### config.mk
export PLATFORM = sky130hd
export DESIGN_NAME = tl_ul_channel_buffer_flat
export DESIGN_NICKNAME = d
export VERILOG_FILES = /design/src/rtl/tl_ul_channel_buffer_pkg.sv /design/src/rtl/tl_ul_channel_buffer_if.sv /design/src/rtl/tl_ul_channel_buffer_queue.sv /design/src/rtl/tl_ul_channel_buffer.sv /design/src/flat_wrapper.sv
export SDC_FILE = /design/constraint.sdc
export NUM_CORES = 1
export LEC_CHECK = 0
export BUFFER_PORTS_ARGS = -buffer_cell sky130_fd_sc_hd__buf_2
export CAP_MARGIN = 20
export CORE_MARGIN = 3
export CORE_UTILIZATION = 40
export CTS_CLUSTER_DIAMETER = 100
export CTS_CLUSTER_SIZE = 24
export DETAILED_ROUTE_END_ITERATION = 6
export SYNTH_ARGS = -nofsm -noshare
export SYNTH_HDL_FRONTEND = slang
export SYNTH_SLANG_ARGS = --single-unit
### constraint.sdc
create_clock -name clock -period 5.55 [get_ports clock]
set_clock_uncertainty 0.15 [all_clocks]
set_input_delay 0.8325 -clock clock [delete_from_list [all_inputs] [get_ports clock]]
set_output_delay 0.8325 -clock clock [all_outputs]
set_load 0.01 [all_outputs]
### src/rtl/tl_ul_channel_buffer_pkg.sv
// Shared TileLink-UL definitions for the channel buffer.
//  - A/D opcode encodings used by the buffer's users (the buffer never decodes them)
//  - field widths and helpers that derive packed bundle widths and occupancy widths
// Bundle layouts, MSB first:
//  A: {opcode3, param3, size3, source, address, mask(DATA_W/8), data, corrupt1}
//  D: {opcode3, param2, size3, source, sink1, denied1, data, corrupt1}
package tl_ul_channel_buffer_pkg;

  typedef enum logic [2:0] {
    PUT_FULL    = 3'd0,
    PUT_PARTIAL = 3'd1,
    GET         = 3'd4
  } a_opcode_e;

  typedef enum logic [2:0] {
    ACCESS_ACK      = 3'd0,
    ACCESS_ACK_DATA = 3'd1
  } d_opcode_e;

  localparam int unsigned OPCODE_W  = 3;
  localparam int unsigned A_PARAM_W = 3;
  localparam int unsigned D_PARAM_W = 2;
  localparam int unsigned SIZE_W    = 3;

  function automatic int unsigned a_width(input int unsigned addr_w, input int unsigned data_w,
                                          input int unsigned src_w);
    return OPCODE_W + A_PARAM_W + SIZE_W + src_w + addr_w + data_w / 8 + data_w + 1;
  endfunction

  function automatic int unsigned d_width(input int unsigned data_w, input int unsigned src_w);
    return OPCODE_W + D_PARAM_W + SIZE_W + src_w + 1 + 1 + data_w + 1;
  endfunction

  // Occupancy counter width; a pass-through queue still exposes a 1-bit zero count.
  function automatic int unsigned count_width(input int unsigned depth);
    return (depth == 0) ? 1 : $clog2(depth + 1);
  endfunction

endpackage

### src/rtl/tl_ul_channel_buffer_if.sv
// TileLink-UL A/D handshake bundle around the channel buffer.
//  a_i_*: A channel from the master into the buffer   a_o_*: A channel out to the slave
//  d_i_*: D channel from the slave into the buffer    d_o_*: D channel out to the master
// Modports:
//  slave  - the buffer's own view (consumes a_i/d_i, produces a_o/d_o)
//  master - the surrounding fabric's view (drives a_i/d_i, accepts a_o/d_o)
interface tl_ul_channel_buffer_if #(
  parameter int unsigned ADDR_W = 30,
  parameter int unsigned DATA_W = 32,
  parameter int unsigned SRC_W  = 7
);
  import tl_ul_channel_buffer_pkg::*;

  localparam int unsigned A_W = a_width(ADDR_W, DATA_W, SRC_W);
  localparam int unsigned D_W = d_width(DATA_W, SRC_W);

  logic           a_i_valid;
  logic           a_i_ready;
  logic [A_W-1:0] a_i_bits;
  logic           a_o_valid;
  logic           a_o_ready;
  logic [A_W-1:0] a_o_bits;
  logic           d_i_valid;
  logic           d_i_ready;
  logic [D_W-1:0] d_i_bits;
  logic           d_o_valid;
  logic           d_o_ready;
  logic [D_W-1:0] d_o_bits;

  modport slave (
    input  a_i_valid, a_i_bits, a_o_ready, d_i_valid, d_i_bits, d_o_ready,
    output a_i_ready, a_o_valid, a_o_bits, d_i_ready, d_o_valid, d_o_bits
  );

  modport master (
    output a_i_valid, a_i_bits, a_o_ready, d_i_valid, d_i_bits, d_o_ready,
    input  a_i_ready, a_o_valid, a_o_bits, d_i_ready, d_o_valid, d_o_bits
  );

endinterface

### src/rtl/tl_ul_channel_buffer_queue.sv
// Generic valid/ready queue.
//  DEPTH=0 : combinational pass-through, count tied to zero
//  DEPTH>=1: circular buffer, pointers wrap at DEPTH-1 (any depth legal)
//  FLOW    : an empty queue presents its input on the output in the same cycle
//  PIPE    : a full queue accepts a beat when the output dequeues in the same cycle
// Ports: clock, reset (async active-low), i_valid/i_ready/i_bits (enqueue side),
//  o_valid/o_ready/o_bits (dequeue side), count (occupancy).
module tl_ul_channel_buffer_queue
  import tl_ul_channel_buffer_pkg::*;
#(
  parameter int unsigned W     = 1,
  parameter int unsigned DEPTH = 2,
  parameter bit          FLOW  = 1'b0,
  parameter bit          PIPE  = 1'b0,
  localparam int unsigned CW   = count_width(DEPTH)
) (
  input  logic          clock,
  input  logic          reset,
  input  logic          i_valid,
  output logic          i_ready,
  input  logic [W-1:0]  i_bits,
  output logic          o_valid,
  input  logic          o_ready,
  output logic [W-1:0]  o_bits,
  output logic [CW-1:0] count
);

  if (DEPTH == 0) begin : g_wire
    assign o_valid = i_valid;
    assign o_bits  = i_bits;
    assign i_ready = o_ready;
    assign count   = '0;
  end else begin : g_fifo
    localparam int unsigned PW = (DEPTH > 1) ? $clog2(DEPTH) : 1;

    logic [W-1:0]  mem [DEPTH];
    logic [PW-1:0] rd_ptr;
    logic [PW-1:0] wr_ptr;
    logic [CW-1:0] cnt;
    logic          empty;
    logic          full;
    logic          enq;
    logic          deq;
    logic          bypass;
    logic          do_wr;
    logic          do_rd;

    always_comb begin
      empty   = (cnt == '0);
      full    = (cnt == CW'(DEPTH));
      o_valid = !empty || (FLOW && i_valid);
      o_bits  = (FLOW && empty) ? i_bits : mem[rd_ptr];
      i_ready = !full || (PIPE && o_ready);
      enq     = i_valid && i_ready;
      deq     = o_valid && o_ready;
      // A beat that flows straight through an empty queue never touches storage.
      bypass  = FLOW && empty && deq;
      do_wr   = enq && !bypass;
      do_rd   = deq && !bypass;
    end

    always_ff @(posedge clock or negedge reset) begin
      if (!reset) begin
        rd_ptr <= '0;
        wr_ptr <= '0;
        cnt    <= '0;
      end else begin
        if (do_wr) wr_ptr <= (wr_ptr == PW'(DEPTH - 1)) ? '0 : wr_ptr + 1'b1;
        if (do_rd) rd_ptr <= (rd_ptr == PW'(DEPTH - 1)) ? '0 : rd_ptr + 1'b1;
        if (do_wr && !do_rd)      cnt <= cnt + 1'b1;
        else if (do_rd && !do_wr) cnt <= cnt - 1'b1;
      end
    end

    always_ff @(posedge clock) begin
      if (do_wr) mem[wr_ptr] <= i_bits;
    end

    assign count = cnt;
  end

  count_in_range: assert property (@(posedge clock) disable iff (!reset)
    count <= CW'(DEPTH));

  input_held: assert property (@(posedge clock) disable iff (!reset)
    (i_valid && !i_ready) |=> $stable(i_bits));

endmodule

### src/rtl/tl_ul_channel_buffer.sv
// TileLink-UL A/D channel buffer between a master port and a slave port.
// Ports: clock, reset (async active-low), bus (A/D handshakes, slave modport),
//  a_count/d_count (queue occupancy), idle (both queues empty and no input offered).
// A and D use independent queues; bundle contents are never inspected.
module tl_ul_channel_buffer
  import tl_ul_channel_buffer_pkg::*;
#(
  parameter int unsigned ADDR_W  = 30,
  parameter int unsigned DATA_W  = 32,
  parameter int unsigned SRC_W   = 7,
  parameter int unsigned A_DEPTH = 2,
  parameter int unsigned D_DEPTH = 2,
  parameter bit          FLOW    = 1'b0,
  parameter bit          PIPE    = 1'b0,
  localparam int unsigned A_W    = a_width(ADDR_W, DATA_W, SRC_W),
  localparam int unsigned D_W    = d_width(DATA_W, SRC_W),
  localparam int unsigned CW_A   = count_width(A_DEPTH),
  localparam int unsigned CW_D   = count_width(D_DEPTH)
) (
  input  logic                  clock,
  input  logic                  reset,
  tl_ul_channel_buffer_if.slave bus,
  output logic [CW_A-1:0]       a_count,
  output logic [CW_D-1:0]       d_count,
  output logic                  idle
);

  tl_ul_channel_buffer_queue #(.W(A_W), .DEPTH(A_DEPTH), .FLOW(FLOW), .PIPE(PIPE)) u_a_queue (
    .clock  (clock),
    .reset  (reset),
    .i_valid(bus.a_i_valid),
    .i_ready(bus.a_i_ready),
    .i_bits (bus.a_i_bits),
    .o_valid(bus.a_o_valid),
    .o_ready(bus.a_o_ready),
    .o_bits (bus.a_o_bits),
    .count  (a_count)
  );

  tl_ul_channel_buffer_queue #(.W(D_W), .DEPTH(D_DEPTH), .FLOW(FLOW), .PIPE(PIPE)) u_d_queue (
    .clock  (clock),
    .reset  (reset),
    .i_valid(bus.d_i_valid),
    .i_ready(bus.d_i_ready),
    .i_bits (bus.d_i_bits),
    .o_valid(bus.d_o_valid),
    .o_ready(bus.d_o_ready),
    .o_bits (bus.d_o_bits),
    .count  (d_count)
  );

  assign idle = (a_count == '0) && (d_count == '0) && !bus.a_i_valid && !bus.d_i_valid;

endmodule

### src/flat_wrapper.sv
// flat-port wrapper written by rule: the top's interface ports become plain ports
module tl_ul_channel_buffer_flat import tl_ul_channel_buffer_pkg::*;
#(
  parameter int unsigned ADDR_W  = 30,
  parameter int unsigned DATA_W  = 32,
  parameter int unsigned SRC_W   = 7,
  parameter int unsigned A_DEPTH = 2,
  parameter int unsigned D_DEPTH = 2,
  parameter bit          FLOW    = 1'b0,
  parameter bit          PIPE    = 1'b0,
  localparam int unsigned A_W    = a_width(ADDR_W, DATA_W, SRC_W),
  localparam int unsigned D_W    = d_width(DATA_W, SRC_W),
  localparam int unsigned CW_A   = count_width(A_DEPTH),
  localparam int unsigned CW_D   = count_width(D_DEPTH)
)
  (clock, reset, a_count, d_count, idle, bus_a_i_valid, bus_a_i_bits, bus_a_o_ready, bus_d_i_valid, bus_d_i_bits, bus_d_o_ready, bus_a_i_ready, bus_a_o_valid, bus_a_o_bits, bus_d_i_ready, bus_d_o_valid, bus_d_o_bits);
  tl_ul_channel_buffer_if #(.ADDR_W(ADDR_W), .DATA_W(DATA_W), .SRC_W(SRC_W)) bus_i ();
  input  logic clock;
  input  logic reset;
  output logic [CW_A-1:0] a_count;
  output logic [CW_D-1:0] d_count;
  output logic idle;
  input wire logic [$bits(bus_i.a_i_valid)-1:0] bus_a_i_valid;
  input wire logic [$bits(bus_i.a_i_bits)-1:0] bus_a_i_bits;
  input wire logic [$bits(bus_i.a_o_ready)-1:0] bus_a_o_ready;
  input wire logic [$bits(bus_i.d_i_valid)-1:0] bus_d_i_valid;
  input wire logic [$bits(bus_i.d_i_bits)-1:0] bus_d_i_bits;
  input wire logic [$bits(bus_i.d_o_ready)-1:0] bus_d_o_ready;
  output wire logic [$bits(bus_i.a_i_ready)-1:0] bus_a_i_ready;
  output wire logic [$bits(bus_i.a_o_valid)-1:0] bus_a_o_valid;
  output wire logic [$bits(bus_i.a_o_bits)-1:0] bus_a_o_bits;
  output wire logic [$bits(bus_i.d_i_ready)-1:0] bus_d_i_ready;
  output wire logic [$bits(bus_i.d_o_valid)-1:0] bus_d_o_valid;
  output wire logic [$bits(bus_i.d_o_bits)-1:0] bus_d_o_bits;
  assign bus_i.a_i_valid = bus_a_i_valid;
  assign bus_i.a_i_bits = bus_a_i_bits;
  assign bus_i.a_o_ready = bus_a_o_ready;
  assign bus_i.d_i_valid = bus_d_i_valid;
  assign bus_i.d_i_bits = bus_d_i_bits;
  assign bus_i.d_o_ready = bus_d_o_ready;
  assign bus_a_i_ready = bus_i.a_i_ready;
  assign bus_a_o_valid = bus_i.a_o_valid;
  assign bus_a_o_bits = bus_i.a_o_bits;
  assign bus_d_i_ready = bus_i.d_i_ready;
  assign bus_d_o_valid = bus_i.d_o_valid;
  assign bus_d_o_bits = bus_i.d_o_bits;
  tl_ul_channel_buffer #(.ADDR_W(ADDR_W), .DATA_W(DATA_W), .SRC_W(SRC_W), .A_DEPTH(A_DEPTH), .D_DEPTH(D_DEPTH), .FLOW(FLOW), .PIPE(PIPE)) u_core (.clock(clock), .reset(reset), .bus(bus_i), .a_count(a_count), .d_count(d_count), .idle(idle));
endmodule
==> results.md <==
- Outcome: completed
- Total negative slack: 0 ps
- Sequential Power Share: 49.8%
- Number of synthesis warnings: 0
- EDFF count, synth: 266
- Fraction of power consumed by combinational cells: between 30% and 40%
- Maximum number of pins on one net before global-route repair: between 60 and 70
- Highest clock frequency the design can meet: 271 MHz
- Crit. path cell count: 3
- Area enclosed by the die boundary: 27500 um2
- Clock transition at the register clock pins on the worst setup and hold paths after CTS: 90 ps
- Number of setup violations in the final report: 0
- Netlist cell types: 17
- Total standard cell area after synthesis: 10200 um2
- Post-route antenna net violation count: 0
- Clk pwr share: 17.9%
- DRC violations left: 0
- Drt first-iter violations: 312
- Average vias per placed instance: 4.76
- Inst Count DP: between 1000 and 1500
- Synthesis-to-layout area growth: 21.5%
- Total of flip-flops plus latches after synthesis: about 270
- Share of Yosys cell area claimed by the top area cell type: 78.0%
- Worst slack after detailed placement: 2350 ps
- Clock net sink count: 274
- Post-Route Utilization: around half
- Nets: between 800 and 900
- Hold Path Cell Cnt: 1
- Class of the most critical setup path: reg2out
- Share of post-route cells with drive strength above 1: 59.7%
- Final max-slew violation count: 0
- CTS Buffer Depth: 3
- Post-synthesis sequential area ratio: around four fifths
- Number of vias after detailed routing: 5093
- Die Width: 166 um
- Most common library cells after synthesis: sky130_fd_sc_hd__edfxtp_1 (266), sky130_fd_sc_hd__mux2_2 (73), sky130_fd_sc_hd__mux2_4 (60)
- H-tree levels: 1
- Headroom to the max-slew limit: between 20% and 30%
- Most frequent cell after synthesis: sky130_fd_sc_hd__edfxtp_1
- Switching power summed over all nets: between 1.5 and 2 mW
- Hold-fix buffers at CTS: 1
- Post-cts repair resize count: 0
- Sum of overflow across all layers after global routing: 0
- Average wire per cell in the routed design: 18.3 um
- Router iterations before antenna repair: 4
- Cell accounting for the most synthesized area: sky130_fd_sc_hd__edfxtp_1
- Net count after synthesis: 592
- Cells taking the most area after synthesis: sky130_fd_sc_hd__edfxtp_1 (78%), sky130_fd_sc_hd__mux2_4 (8.8%), sky130_fd_sc_hd__mux2_2 (8.0%)
- Latest clock arrival within the worst-skew pair: approximately 490 ps
- Time the final worst path needs with I/O delays and setup: 3690 ps
- Max-Cap Viols: 0
- Share of flip-flops with an asynchronous set or reset after synthesis: 2.92%
- Logic depth of the worst register-to-register path: 4
- Top cell family by delay on the critical path: flip-flops
- Port buffer count: 280
- Total wirelength of the detailed-routed design: 19.6 mm
- Path type of the worst min-delay path: reg2reg
- Number of cells in the finished layout apart from fillers: 1071
- Ys flop type: sky130_fd_sc_hd__edfxtp_1
- Leakage: 4.79 nW
- Data required time of the worst path: 4570 ps
- Combined global-route utilization of all metal layers: 13.6%
- GP Congestion: approximately 0.76
- Via count of the first global-routing pass: ~5500
- Floorplan core area: 24700 um2
- Worst Path Buf+Inv: 2
- Final worst setup slack: ~1900 ps
- Peak VDD IR: 0.000312 V
- CP arrival: 2710 ps
- Clock tree from TritonCTS: built
- Power Dens Cells: 499 nW/um2
- Setup repair bufs after CTS: 0
- Largest stage delay on the critical path: 1150 ps
- Initial cell density of the core: 41.4%
- Cell with the largest stage delay on the worst path: sky130_fd_sc_hd__dfrtp_4
- Vert. Die Dim: 166 um
- Detailed placement HPWL: roughly 14 mm
- RSZ-0062 raised after global routing: no
- Final period util: 66.5%
- Transition at the pin with the smallest max-transition slack: 1100 ps
- Synthesized netlist cell count: around 450
- Cell internal power dissipation: about 4.4 mW
- Initial antenna violation count: 5
- Hold Fails Final Rpt: 0
- Switching part of the total power: 29.8%
- Critical path startpoint category: flip-flop
- Syn_area_per_cell: between 20 and 25 um2
- Cell at the root of the clock tree: sky130_fd_sc_hd__clkbuf_16
- Number of placement rows: 57
- Chain of cells forming the critical path: buf_4 -> mux2_2 -> buf_2
- Power, Total: 6.21 mW
- CTS buffer count: 15
- Type of element capturing the critical path: output pin
- Wire length of the first global-routing pass: roughly 30 mm
- Number of I/O pins: 281
- Worst-path fanout max: 64
## layout make-up
cell class | instances | area [um2]
multi-input cells | 160 | 1930
well taps | 324 | 405
fillers | 2059 | 12300
flip-flops and latches | 274 | 8190
clock inverters | 2 | 25.0
inverters | 2 | 7.51
diodes | 1 | 2.50
clock buffers | 20 | 394
repair buffers | 288 | 1480
## path summary, 6_finish.rpt
kind / start / endpoint / slack [ps]
max: u_core.u_a_queue.g_fifo.rd_ptr / bus_a_o_bits[0] / 1860
min: u_core.u_d_queue.count[1] / u_core.u_d_queue.count[1] / 360
max reg2reg: u_core.u_a_queue.count[0] / u_core.u_a_queue.g_fifo.mem[0][67] / 3120
min reg2reg: u_core.u_d_queue.count[1] / u_core.u_d_queue.count[1] / 360
max in group asynchronous: reset / u_core.u_a_queue.g_fifo.rd_ptr / 4490
min in group asynchronous: reset / u_core.u_d_queue.count[1] / 570
## worst reg2reg max path, stage by stage, from the launching register on
cell                       delay [ps]
sky130_fd_sc_hd__dfrtp_1          440
sky130_fd_sc_hd__nand2b_1         170
sky130_fd_sc_hd__nand2_1          140
sky130_fd_sc_hd__nor2_4           450
sky130_fd_sc_hd__buf_4            670
## kinds of logic (layout without fill, tap and decap cells)
logic type / count (synthesis) / after routing / share of synthesized area (%)
buf+inv: 17 / 312 / 1.36
flops: 274 / 274 / 80.0
other cells: 0 / 1 / 0
mux: 133 / 133 / 16.8
xor+xnor: 10 / 10 / 0.856
simple gates: 15 / 15 / 0.721
fa+ha+maj: 2 / 2 / 0.244
## sequential cells by signal (all words and copies together), names as in the netlist
name	flops
u_core.u_a_queue.g_fifo.rd_ptr	1
u_core.u_a_queue.g_fifo.mem	166
u_core.u_d_queue.g_fifo.mem	100
u_core.u_a_queue.count	2
u_core.u_a_queue.g_fifo.wr_ptr	1
u_core.u_d_queue.g_fifo.rd_ptr	1
u_core.u_d_queue.g_fifo.wr_ptr	1
u_core.u_d_queue.count	2
## metrics by stage
stage          hold slack [ps]  area (um2)
3_5_place_dp               350       12000
5_1_grt                    345       12400
2_1_floorplan              311       10200
4_1_cts                    343       12400
3_3_place_gp               339       12000
6_report                   363       12400
## layout by cell type, fill, tap and decap left out, types with 4 or more instances in the layout
master / netlist / routed
sky130_fd_sc_hd__xnor2_1: 6 / 6
sky130_fd_sc_hd__nand2_1: 4 / 4
sky130_fd_sc_hd__dfrtp_1: 8 / 6
sky130_fd_sc_hd__clkbuf_1: 0 / 5
sky130_fd_sc_hd__mux2_4: 60 / 60
sky130_fd_sc_hd__buf_4: 5 / 6
sky130_fd_sc_hd__edfxtp_1: 266 / 266
sky130_fd_sc_hd__clkbuf_16: 0 / 15
sky130_fd_sc_hd__buf_2: 3 / 280
sky130_fd_sc_hd__xor2_1: 4 / 4
sky130_fd_sc_hd__mux2_2: 73 / 73
## per-layer routing
| metal | part of all wire [%] | GRT usage (%) |
|---|---|---|
| met1 | 40 | 17.1 |
| met2 | 48 | 22.3 |
| met3 | 11 | 5.57 |
| met4 | 1.3 | 2.97 |
| met5 | 0.25 | 0 |
## power groups by stage
stage          Clock [mW]  Sequential [mW]  Combinational (mW)
6_report             1.11             3.09                2.01
5_1_grt              1.24             3.14                2.17
4_1_cts              1.17             3.15                2.00
3_5_place_dp            0             3.20                1.99
3_3_place_gp            0             3.17                1.96
2_1_floorplan           0             3.01                1.45
(Power assumes the default switching activity.)
